## src/rtl/regfile_wb_arbiter_pkg.sv

```systemverilog
// Shared constants and types for the register-file writeback arbiter.
package rf_pkg;

  localparam int XLEN     = 32;
  localparam int NUM_REGS = 32;
  localparam int AW       = $clog2(NUM_REGS);

  typedef struct packed {
    logic            we;
    logic [AW-1:0]   addr;
    logic [XLEN-1:0] data;
  } rf_wr_t;

  typedef enum logic {
    ST_INIT,
    ST_RUN
  } wb_state_e;

endpackage

```

## src/rtl/regfile_wb_arbiter_if.sv

```systemverilog
// Writeback bus: two requester handshakes plus the regfile write port.
interface regfile_wb_arbiter_if;

  logic                   req0_valid;
  logic [rf_pkg::AW-1:0]  req0_addr;
  logic [rf_pkg::XLEN-1:0] req0_data;
  logic                   req0_ready;
  logic                   req1_valid;
  logic [rf_pkg::AW-1:0]  req1_addr;
  logic [rf_pkg::XLEN-1:0] req1_data;
  logic                   req1_ready;
  logic                   rf_we;
  logic [rf_pkg::AW-1:0]  rf_waddr;
  logic [rf_pkg::XLEN-1:0] rf_wdata;
  logic                   init_done;

  modport slave (
    input  req0_valid, req0_addr, req0_data,
    input  req1_valid, req1_addr, req1_data,
    output req0_ready, req1_ready,
    output rf_we, rf_waddr, rf_wdata, init_done
  );

  modport master (
    output req0_valid, req0_addr, req0_data,
    output req1_valid, req1_addr, req1_data,
    input  req0_ready, req1_ready,
    input  rf_we, rf_waddr, rf_wdata, init_done
  );

endinterface

```

## src/rtl/regfile_wb_arbiter_rr_arb2.sv

```systemverilog
// Two-way round-robin arbiter; the pointer only moves on contended grants.
module rr_arb2 (
  input  logic       clk,
  input  logic       rst_n,
  input  logic       i_en,
  input  logic [1:0] i_valid,
  output logic [1:0] o_grant
);

  logic r_ptr;

  always_comb begin
    o_grant = 2'b00;
    if (i_en) begin
      case (i_valid)
        2'b01:   o_grant = 2'b01;
        2'b10:   o_grant = 2'b10;
        2'b11:   o_grant = r_ptr ? 2'b10 : 2'b01;
        default: o_grant = 2'b00;
      endcase
    end
  end

  // After a contended grant the other requester is favoured next time.
  always_ff @(posedge clk or negedge rst_n) begin
    if (!rst_n) begin
      r_ptr <= 1'b0;
    end else if (i_en && (&i_valid)) begin
      r_ptr <= ~r_ptr;
    end
  end

endmodule

```

## src/rtl/regfile_wb_arbiter.sv

```systemverilog
// Regfile write-port owner: init sweep of x1..xN-1, then round-robin writeback.
module regfile_wb_arbiter
  import rf_pkg::*;
#(
  parameter logic [XLEN-1:0] INIT_VAL = '0
) (
  input  logic                 clk,
  input  logic                 rst_n,
  regfile_wb_arbiter_if.slave  bus
);

  wb_state_e     r_state;
  logic [AW-1:0] r_cnt;
  rf_wr_t        r_out;
  logic          r_init_done;
  logic          w_run;
  logic [1:0]    w_valid;
  logic [1:0]    w_grant;

  assign w_run   = (r_state == ST_RUN);
  assign w_valid = {bus.req1_valid, bus.req0_valid};

  rr_arb2 u_arb (
    .clk     (clk),
    .rst_n   (rst_n),
    .i_en    (w_run),
    .i_valid (w_valid),
    .o_grant (w_grant)
  );

  assign bus.req0_ready = w_grant[0];
  assign bus.req1_ready = w_grant[1];
  assign bus.rf_we      = r_out.we;
  assign bus.rf_waddr   = r_out.addr;
  assign bus.rf_wdata   = r_out.data;
  assign bus.init_done  = r_init_done;

  always_ff @(posedge clk or negedge rst_n) begin
    if (!rst_n) begin
      r_state     <= ST_INIT;
      r_cnt       <= AW'(1);
      r_out       <= '0;
      r_init_done <= 1'b0;
    end else begin
      case (r_state)
        ST_INIT: begin
          r_out.we   <= 1'b1;
          r_out.addr <= r_cnt;
          r_out.data <= INIT_VAL;
          if (r_cnt == AW'(NUM_REGS - 1)) begin
            r_state <= ST_RUN;
          end else begin
            r_cnt <= r_cnt + 1'b1;
          end
        end
        ST_RUN: begin
          r_init_done <= 1'b1;
          // A granted write to x0 still handshakes but never reaches the regfile.
          if (w_grant[0]) begin
            r_out.we   <= (bus.req0_addr != '0);
            r_out.addr <= bus.req0_addr;
            r_out.data <= bus.req0_data;
          end else if (w_grant[1]) begin
            r_out.we   <= (bus.req1_addr != '0);
            r_out.addr <= bus.req1_addr;
            r_out.data <= bus.req1_data;
          end else begin
            r_out <= '0;
          end
        end
        default: r_state <= ST_INIT;
      endcase
    end
  end

endmodule

```

## src/flat_wrapper.sv

```systemverilog
// flat-port wrapper written by rule: the top's interface ports become plain ports
module regfile_wb_arbiter_flat import rf_pkg::*;
#(
  parameter logic [XLEN-1:0] INIT_VAL = '0
)
  (clk, rst_n, bus_req0_valid, bus_req0_addr, bus_req0_data, bus_req1_valid, bus_req1_addr, bus_req1_data, bus_req0_ready, bus_req1_ready, bus_rf_we, bus_rf_waddr, bus_rf_wdata, bus_init_done);
  regfile_wb_arbiter_if bus_i ();
  input  logic clk;
  input  logic rst_n;
  input wire logic [$bits(bus_i.req0_valid)-1:0] bus_req0_valid;
  input wire logic [$bits(bus_i.req0_addr)-1:0] bus_req0_addr;
  input wire logic [$bits(bus_i.req0_data)-1:0] bus_req0_data;
  input wire logic [$bits(bus_i.req1_valid)-1:0] bus_req1_valid;
  input wire logic [$bits(bus_i.req1_addr)-1:0] bus_req1_addr;
  input wire logic [$bits(bus_i.req1_data)-1:0] bus_req1_data;
  output wire logic [$bits(bus_i.req0_ready)-1:0] bus_req0_ready;
  output wire logic [$bits(bus_i.req1_ready)-1:0] bus_req1_ready;
  output wire logic [$bits(bus_i.rf_we)-1:0] bus_rf_we;
  output wire logic [$bits(bus_i.rf_waddr)-1:0] bus_rf_waddr;
  output wire logic [$bits(bus_i.rf_wdata)-1:0] bus_rf_wdata;
  output wire logic [$bits(bus_i.init_done)-1:0] bus_init_done;
  assign bus_i.req0_valid = bus_req0_valid;
  assign bus_i.req0_addr = bus_req0_addr;
  assign bus_i.req0_data = bus_req0_data;
  assign bus_i.req1_valid = bus_req1_valid;
  assign bus_i.req1_addr = bus_req1_addr;
  assign bus_i.req1_data = bus_req1_data;
  assign bus_req0_ready = bus_i.req0_ready;
  assign bus_req1_ready = bus_i.req1_ready;
  assign bus_rf_we = bus_i.rf_we;
  assign bus_rf_waddr = bus_i.rf_waddr;
  assign bus_rf_wdata = bus_i.rf_wdata;
  assign bus_init_done = bus_i.init_done;
  regfile_wb_arbiter #(.INIT_VAL(INIT_VAL)) u_core (.clk(clk), .rst_n(rst_n), .bus(bus_i));
endmodule
```

## config.mk

```make
export PLATFORM = sky130hd
export DESIGN_NAME = regfile_wb_arbiter_flat
export DESIGN_NICKNAME = d
export VERILOG_FILES = /design/src/rtl/regfile_wb_arbiter_pkg.sv /design/src/rtl/regfile_wb_arbiter_if.sv /design/src/rtl/regfile_wb_arbiter_rr_arb2.sv /design/src/rtl/regfile_wb_arbiter.sv /design/src/flat_wrapper.sv
export SDC_FILE = /design/constraint.sdc
export NUM_CORES = 1
export LEC_CHECK = 0
export CAP_MARGIN = 10
export CORE_ASPECT_RATIO = 0.7
export CORE_MARGIN = 10
export CORE_UTILIZATION = 35
export DETAILED_ROUTE_END_ITERATION = 6
export PLACE_DENSITY = 0.76
export SETUP_SLACK_MARGIN = 0.05
export SYNTH_ARGS = -nofsm -noshare
export SYNTH_HDL_FRONTEND = slang
export SYNTH_SLANG_ARGS = --single-unit
```

## constraint.sdc

```tcl
create_clock -name clk -period 2.2 [get_ports clk]
set_clock_uncertainty 0.1 [all_clocks]
set_input_delay 0.66 -clock clk [delete_from_list [all_inputs] [get_ports clk]]
set_output_delay 0.66 -clock clk [all_outputs]
set_load 0.005 [all_outputs]
```

==> metrics <==
Clock transition at path regs=approximately 0.09 ns; TritonCTS Sinks=46; Net Switching=564.1 uW; boundary pin count=119; Post-Syn Nets=205; Cells after Synth=between 100 and 150; vias in the first global route=1597; post-detail-place hpwl=~5000 um; slack of the critical path=0.08214 ns; combinational share of power=between 30% and 40%; total internal power=about 1700 uW; Place WS=-0.5522 ns; HP Class=primary input to asynchronous set/reset pin; minimum clock period=~2.1 ns; dpl cells=309; Reg power frac=45.3%; static leakage power=0.001321 uW; Avg WL per Cell=19.63 um; first-pass GRT wire length=around 9500 um; Initial Utilization=36.94%; pin count of the biggest net entering global routing=39; ant diodes=0; critical path data required time=1.44 ns; clk buf depth=2; post-synthesis sequential area ratio=64.18%; switching part of the total=24.97%; Pre-antenna DRT Iters=4; H-tree depth=2; worst path arrival time=1.36 ns; CP Max Fanout=3; gr usage total=14.42%; CP Class=primary input to output port; clock buffer count from CTS=5; average size of a mapped cell=14.36 sq um; Final Hold Fails=0; Mapped Area=0.001795 sq mm; setup TNS=0 ns; worst rel slew slack=between 70% and 80%; routed wire length=~6200 um; cell chosen for the clock root=clkbuf_8; endpoint class of the critical path=output port; worst IR drop on VDD=0.2868 mV; initial antenna violation count=0; layout cells sized above 1=under 10%; number of port buffers=around 120; period utilization=between 90% and 100%; # rows=21; RSZ-0062 raised after global routing=yes; count of final setup violators=0; die area=0.008440 sq mm; hold_buf cts=0; total gr overflow=0; Max-Cap Viols=0; CTS tree=done; WHS=0.1374 ns; Clk pwr share=23.1%; crit path launch type=primary input; vias per cell=between 4 and 5; NumNets Final=about 330; clk_lat worst skew=~0.29 ns; Max Fclk=472.2 MHz; Slew @ Worst Pin=0.3928 ns; Die Ht=79.93 um; die width=105.6 um; Non-Filler Instances=~320; vias=1519; # DRC=0; Placer Congestion=0.7850; status=finished clean; yosys warns=0; Yosys cell types=30; synthesized flop and latch total=46; CORE AREA=0.004861 sq mm; Final ANT Viol Nets=0; Slew Limit Fails=0; PD cells=721.5 mW/mm^2; Area growth syn-to-layout=74.36%; Tot Pwr=2259 uW; drt first-iter violations=59
[power by group through the flow]
stage          sequential, uW  combinational [uW]  clock [uW]
2_1_floorplan            1050                 237           0
3_3_place_gp             1030                 721           0
3_5_place_dp             1040                 730           0
4_1_cts                  1020                 727         538
5_1_grt                  1040                 765         573
6_report                 1020                 713         522
[kinds of logic (layout without fill, tap and decap cells)]
kind of cell / count (synthesis) / count (layout) / synth area share [%]
xor+xnor: 4 / 4 / 1.952
simple gates: 20 / 20 / 7.248
fa+ha+maj: 2 / 2 / 1.394
flops: 46 / 46 / 64.18
buf+inv: 11 / 134 / 4.390
mux: 2 / 2 / 1.254
compound gates: 40 / 40 / 19.58
[stage by stage]
stage | util (%) | area, sq um
after detailed placement | 62.63 | 3044
after CTS | 64.48 | 3134
after floorplan | - | 1795
after global routing | 64.40 | 3131
after global placement | 62.63 | 3044
final | 64.40 | 3131
[worst max-delay path: stages]
cell             delay [ns]
clkdlybuf4s15_2        0.21
nand2b_4               0.07
and3_4                 0.19
clkdlybuf4s15_1        0.22
[sequential cells by signal, indices dropped and copies added (netlist names)]
| register | flops |
|---|---|
| u_core.bus.rf_waddr | 5 |
| u_core.bus.rf_we | 1 |
| u_core.u_arb.r_ptr | 1 |
| u_core.r_cnt | 5 |
| u_core.bus.init_done | 1 |
| u_core.r_state | 1 |
| u_core.bus.rf_wdata | 32 |
[routing by layer]
metal	vias to the layer above	part of all wire (%)	track usage, %
met2	70	49	24.10
met3	7	7.9	5.161
met4	0	1.1	4.447
li1	707	-	-
met1	735	42	17.12
met5	-	0	0
[timing repair]
action,in CTS,in global routing
resized for setup,7,2
setup endpoints to repair,2,1
buffers inserted,0,0
pin swaps,0,1
[final cells by class]
class	count	area, sq um
multi-input cells	68	564.3
repair buffers	124	1229
well taps	69	86.33
flip-flops and latches	46	1152
inverters	2	7.507
clock inverters	1	5.005
clock buffers	7	86.33
fillers	373	1730
[synthesized netlist by cell type]
library cell   n  share of area [%]
a211o_1        1               0.49
clkbuf_1       1               0.21
o2bb2ai_1      1               0.49
buf_6          4                2.5
nand2b_4       1               0.77
inv_1          2               0.42
a21oi_1        1               0.28
nor2_2         1               0.35
nand2_1        3               0.63
buf_4          1               0.42
nor2b_1        4                1.4
dfstp_2        1                1.5
a21oi_2        1               0.49
and3_1         1               0.35
nor2_1         1               0.21
dfrtp_1       45                 63
nor3_1         2               0.56
nand3_1        1               0.28
ha_1           2                1.4
and4_1         2               0.98
a221o_1        4                2.2
or4_1          1               0.42
nand4_1        1               0.35
buf_2          3               0.84
xnor2_1        3                1.5
mux2_1         2                1.3
or2_2          1               0.35
a22o_1        32                 16
xor2_1         1               0.49
and3_4         1               0.63
[path summary, 6_finish.rpt]
check | slack, ns | startpoint | cells past startpoint | to
worst min register to register | 0.37 | u_core.bus.init_done | 1 | u_core.bus.init_done
worst min-delay path | 0.14 | rst_n | 1 | u_core.bus.rf_wdata[27]
min in group clk | 0.37 | u_core.bus.init_done | 1 | u_core.bus.init_done
max in group asynchronous | 1.31 | rst_n | 2 | u_core.r_cnt[0]
worst max register to register | 0.43 | u_core.r_cnt[1] | 5 | u_core.r_cnt[4]
worst max-delay path | 0.08 | bus_req0_valid | 4 | bus_req1_ready
[cell usage in the layout (no fill, tap or decap), types with 2 or more instances in the layout]
| cell | netlist | routed |
|---|---|---|
| clkbuf_8 | 0 | 6 |
| a22o_1 | 32 | 32 |
| nor3_1 | 2 | 2 |
| nand2_1 | 3 | 3 |
| clkdlybuf4s50_1 | 0 | 113 |
| dfrtp_1 | 45 | 45 |
| nor2b_1 | 4 | 4 |
| ha_1 | 2 | 2 |
| inv_1 | 2 | 2 |
| a221o_1 | 4 | 4 |
| mux2_1 | 2 | 2 |
| xnor2_1 | 3 | 3 |
| and4_1 | 2 | 2 |
| buf_4 | 1 | 5 |
Note: power is estimated with default switching activity, not from simulation.
==> edit 1 (config.mk and constraints unchanged) <==
The package constant `XLEN` goes from 32 to 64.
--- a/src/rtl/regfile_wb_arbiter_pkg.sv
+++ b/src/rtl/regfile_wb_arbiter_pkg.sv
@@ -1,7 +1,7 @@
 // Shared constants and types for the register-file writeback arbiter.
 package rf_pkg;
 
-  localparam int XLEN     = 32;
+  localparam int XLEN     = 64;
   localparam int NUM_REGS = 32;
   localparam int AW       = $clog2(NUM_REGS);
 
Ports: changed (resized bus_req0_data, bus_req1_data and bus_rf_wdata); port bits go from 119 to 215. No check against the original RTL was run, so the function may have changed too.
==> edit 1 against the unedited design <==
Synthesized area grew 62%; sequential share of layout area fell by 1.0 points; final cell count up 63%; final area is 74% higher; wire length rose by 75%; critical endpoint unchanged; setup slack improved by 16 ps; clock power rose to 3.0 times the old value; critical path type unchanged; power increased by 100%; sequential cell count increased by 32; largest cell class unchanged; largest power group unchanged.
==> edit 1: results (changes against the unedited design) <==
top post-synthesis cells by area dfrtp_1, a22o_1, buf_6, a221o_1, buf_2; status complete, no violations; critical path arrival 1340 ps (-20 ps); via density per instance 4.84 (+0.99%); IO buf count 214 (+81%); count of different cell masters after synthesis 28 (-6.7%); clock transition at the registers of the reported paths 60 ps (-30 ps); clock latency on the worst-skew pair 320 ps (+30 ps); 1st-iter DRT viols 145 (+150%); Placer Congestion 0.753 (-4.1%); WL/cell 21.1 um (+7.2%); relative slew slack 0.504 (-0.235); H-tree levels 3 (+1); Leakage 2.33 nW (+76%); first-pass GRT wire length 16300 um (+72%); vias in the first global route 2869 (+80%); Max VDD drop 684 uV (+140%); largest net degree at the start of global routing 71 (+82%); share of layout cells above drive strength 1 0.0723 (-0.0164); Total GRT Usage 0.171 (+0.0271); root buffer cell clkbuf_16; final net count 556 (+70%); Setup WS pre-CTS -525 ps (+27.0 ps); Net Count, Synth 340 (+66%); post-synthesis sequential area ratio 0.673 (+0.0316); Fillers 600 (+61%)
## edit 1: cell count changes after synthesis, sizes merged
| cell | delta |
|---|---|
| buf | +2 |
| dfrtp | +32 |
| clkbuf | +5 |
| a22o | +32 |
## edit 1: routing by layer
metal / part of all wire / wire length (um) / up-vias / GRT usage
met5: 0 / 0 / - / 0
met4: 0.012 / 132 / 0 / 0.0481
met3: 0.14 / 1470 / 10 / 0.0983
met2: 0.48 / 5240 / 136 / 0.289
met1: 0.37 / 4020 / 1183 / 0.183
li1: - / - / 1168 / -
## edit 1: what timing repair did
item	4_1_cts	5_1_grt
setup endpoints to repair	67	2
hold buffers	0	0
resized for setup	7	2
endpoints found under the hold margin	0	0
## edit 1: per-stage QoR
stage / util / std cells / cell area, um^2 / power [mW]
6_report: 0.684 / 516 / 5450 / 4.55
5_1_grt: 0.684 / 516 / 5450 / 4.77
4_1_cts: 0.684 / 516 / 5450 / 4.62
3_5_place_dp: 0.645 / 502 / 5140 / 3.06
3_3_place_gp: 0.645 / 502 / 5140 / 3.03
2_1_floorplan: - / 196 / 2900 / 2.18
## edit 1: final cells by class
class                   instances  area, um^2  area share
repair buffers                221        2210       0.404
flip-flops and latches         78        1950       0.358
multi-input cells             100         850       0.156
clock buffers                  10         239      0.0438
well taps                     101         126      0.0232
clock inverters                 4        72.6      0.0133
inverters                       2        7.51     0.00138
## edit 1: kinds of logic after synthesis
kind of cell / Yosys count / share of synthesized area
AO/OA/AOI/OAI: 72 / 0.218
XOR/XNOR: 4 / 0.0121
adder cells (fa/ha/maj): 2 / 0.00863
buffers and inverters: 18 / 0.0362
flip-flops: 78 / 0.673
multiplexers: 2 / 0.00776
AND/OR/NAND/NOR: 20 / 0.0440
## edit 1: report_power, final
part / leakage (nW) / total, mW / switching (mW) / internal (mW)
Combinational: 1.23 / 1.27 / 0.451 / 0.817
Sequential: 0.946 / 1.74 / 0.0744 / 1.67
Clock: 0.150 / 1.54 / 0.531 / 1.01
Total: 2.33 / 4.55 / 1.06 / 3.49
## edit 1: worst max-delay path, cell delays in order
cell	delay (ps)
clkdlybuf4s15_2	220
nand2b_4	80
and3_4	180
clkdlybuf4s15_1	200
## edit 1: worst paths after layout
path	startpoint	end	slack [ps]	cells after the start
worst max-delay path	bus_req0_valid	bus_req1_ready	100	4
worst min-delay path	rst_n	u_core.bus.rf_wdata[57]	150	1
worst min register to register	u_core.bus.init_done	u_core.bus.init_done	370	1
worst max register to register	u_core.r_cnt[1]	u_core.r_cnt[4]	270	5
max in group asynchronous	rst_n	u_core.bus.rf_wdata[29]	1300	2
min in group clk	u_core.bus.init_done	u_core.bus.init_done	370	1
==> edit 2 (same settings) <==
Made on the original files. Make the reset (`rst_n`) synchronous in 2 clocked blocks.
--- a/src/rtl/regfile_wb_arbiter_rr_arb2.sv
+++ b/src/rtl/regfile_wb_arbiter_rr_arb2.sv
@@ -22,7 +22,7 @@
   end
 
   // After a contended grant the other requester is favoured next time.
-  always_ff @(posedge clk or negedge rst_n) begin
+  always_ff @(posedge clk) begin
     if (!rst_n) begin
       r_ptr <= 1'b0;
     end else if (i_en && (&i_valid)) begin
--- a/src/rtl/regfile_wb_arbiter.sv
+++ b/src/rtl/regfile_wb_arbiter.sv
@@ -35,7 +35,7 @@
   assign bus.rf_wdata   = r_out.data;
   assign bus.init_done  = r_init_done;
 
-  always_ff @(posedge clk or negedge rst_n) begin
+  always_ff @(posedge clk) begin
     if (!rst_n) begin
       r_state     <= ST_INIT;
       r_cnt       <= AW'(1);
Function: differs if rst_n is asserted again (counterexample within 4 cycles, from zero or initial values and one cycle with rst_n low); with rst_n held inactive, the same outputs for 10 cycles.
==> edit 2 against the unedited design <==
Final cell count up 10%; synthesized area is 6.1% lower; global-route usage is 0.85 points lower; critical path type unchanged; largest cell class unchanged; setup slack got worse by 8.3 ps; non-clock buffer count up 3; first-iteration DRC count up 42%; die area is 4.8% lower; final area is 1.6% lower; core utilization increased by 0.73 points; sequential share of layout area shrank 6.9 points; wire length decreased by 6.7%; sequential cell count did not move; critical path depth did not move.
Power is not compared: it rests on default switching activity, and its combinational part moved more than twofold at a synthesized area within 25%.
==> edit 2: results (changes against the unedited design) <==
Max VDD drop 419 uV; Async SR Flop Fraction 0 (-1.00); Placer Congestion 0.813 (+3.5%); count of different cell masters after synthesis 29 (-3.3%); Leakage 1.06 nW; Worst path max stage delay 220 ps (about the same); CP max stage cell clkdlybuf4s15_2; Net Count, Synth 250 (+22%); Hold WC Path Type flop to flop; Post-CTS Setup Bufs 0 (unchanged); Setup WS pre-CTS -574 ps (-21.5 ps); Worst path top cell family by delay buffers and inverters; H-tree levels 2 (unchanged); WL/cell 16.6 um (-15%); Register-to-Register Path Depth 7 (+2); post-synthesis sequential area ratio 0.546 (-0.0954); top cells by count, synth dfxtp_1, a22oi_1, nor2_1; DP Wirelength 4680 um (-6.3%); clock transition at the registers of the reported paths 80 ps; final net count 371 (+13%); relative slew slack 0.733 (-0.00555); status complete, no violations; placed cells 341 (+10%); root buffer cell clkbuf_8; 1st-iter DRT viols 84 (+42%); setup violation total in the final timing report 0 (unchanged); top post-synthesis cells by area dfxtp_1, a22oi_1, nor2_1, buf_4, xnor2_1; Yosys warnings 0 (unchanged); Net Sw Frac 0.187; Fillers 394 (+5.6%); share of layout cells above drive strength 1 0.0856 (-0.00309); Max FO, Critical Path 3 (unchanged); Cells after Synth 170 (+36%); CTS Buf Count 5 (unchanged); clock latency on the worst-skew pair 290 ps (about the same); critical path arrival 1370 ps; Register Area 921 um^2 (-20%); Total GRT Usage 0.136 (-0.00848); Placed Area 2940 um^2 (-3.4%); via density per instance 4.93 (+3.0%); first-pass GRT wire length 8640 um (-8.7%); drt first pass iters 5 (+1); vias 1727 (+14%); IO buf count 118 (unchanged); largest net degree at the start of global routing 39 (unchanged); max reg flops 32 (unchanged); number of antenna violations at the first check in global routing 1 (+1); CTS max path bufs 2 (unchanged); hold-critical path depth 1
==> edit 2: final timing paths <==
check / slack [ps] / endpoint / start
setup / recovery: 70 / bus_req1_ready / bus_req0_valid
setup reg to reg: 360 / u_core.r_cnt[3] / u_core.r_cnt[0]
hold reg to reg: 370 / u_core.bus.init_done / u_core.bus.init_done
hold / removal: 370 / u_core.bus.init_done / u_core.bus.init_done
==> edit 2: timing repair <==
action / CTS / global route
resized for setup: 11 / 0
setup endpoints to repair: 2 / 0
hold endpoints to repair: 0 / 0
==> edit 2: cell type report <==
type | instances | share of cell area
Clock inverter | 3 | 0.0223
Multi-Input combinational cell | 110 | 0.227
Clock buffer | 5 | 0.0223
Timing Repair Buffer | 127 | 0.404
Antenna cell | 1 | 0.000812
Inverter | 1 | 0.00122
Sequential cell | 46 | 0.299
Tap cell | 57 | 0.0232
==> edit 2: kinds of logic (layout without fill, tap and decap cells) <==
kind of cell             after synthesis  in the layout  share of synthesized area
XOR/XNOR                               4              4                     0.0208
AND/OR/NAND/NOR                       54             54                      0.149
AO/OA/AOI/OAI                         50             50                      0.223
buffers and inverters                 14            136                     0.0453
other                                  0              1                          0
adder cells (fa/ha/maj)                2              2                     0.0148
flip-flops                            46             46                      0.546
==> edit 2: power by group through the flow <==
stage | registers (mW) | logic (mW) | clock network [mW]
2_1_floorplan | 0.873 | 0.0291 | 0
3_3_place_gp | 0.874 | 0.193 | 0
3_5_place_dp | 0.875 | 0.196 | 0
4_1_cts | 0.855 | 0.195 | 0.757
5_1_grt | 0.857 | 0.207 | 0.797
6_report | 0.855 | 0.195 | 0.734
==> edit 2: per-layer routing <==
metal,part of all wire,track usage
met5,0,0
met4,0.017,0.0416
met3,0.12,0.0665
met2,0.45,0.217
met1,0.42,0.156
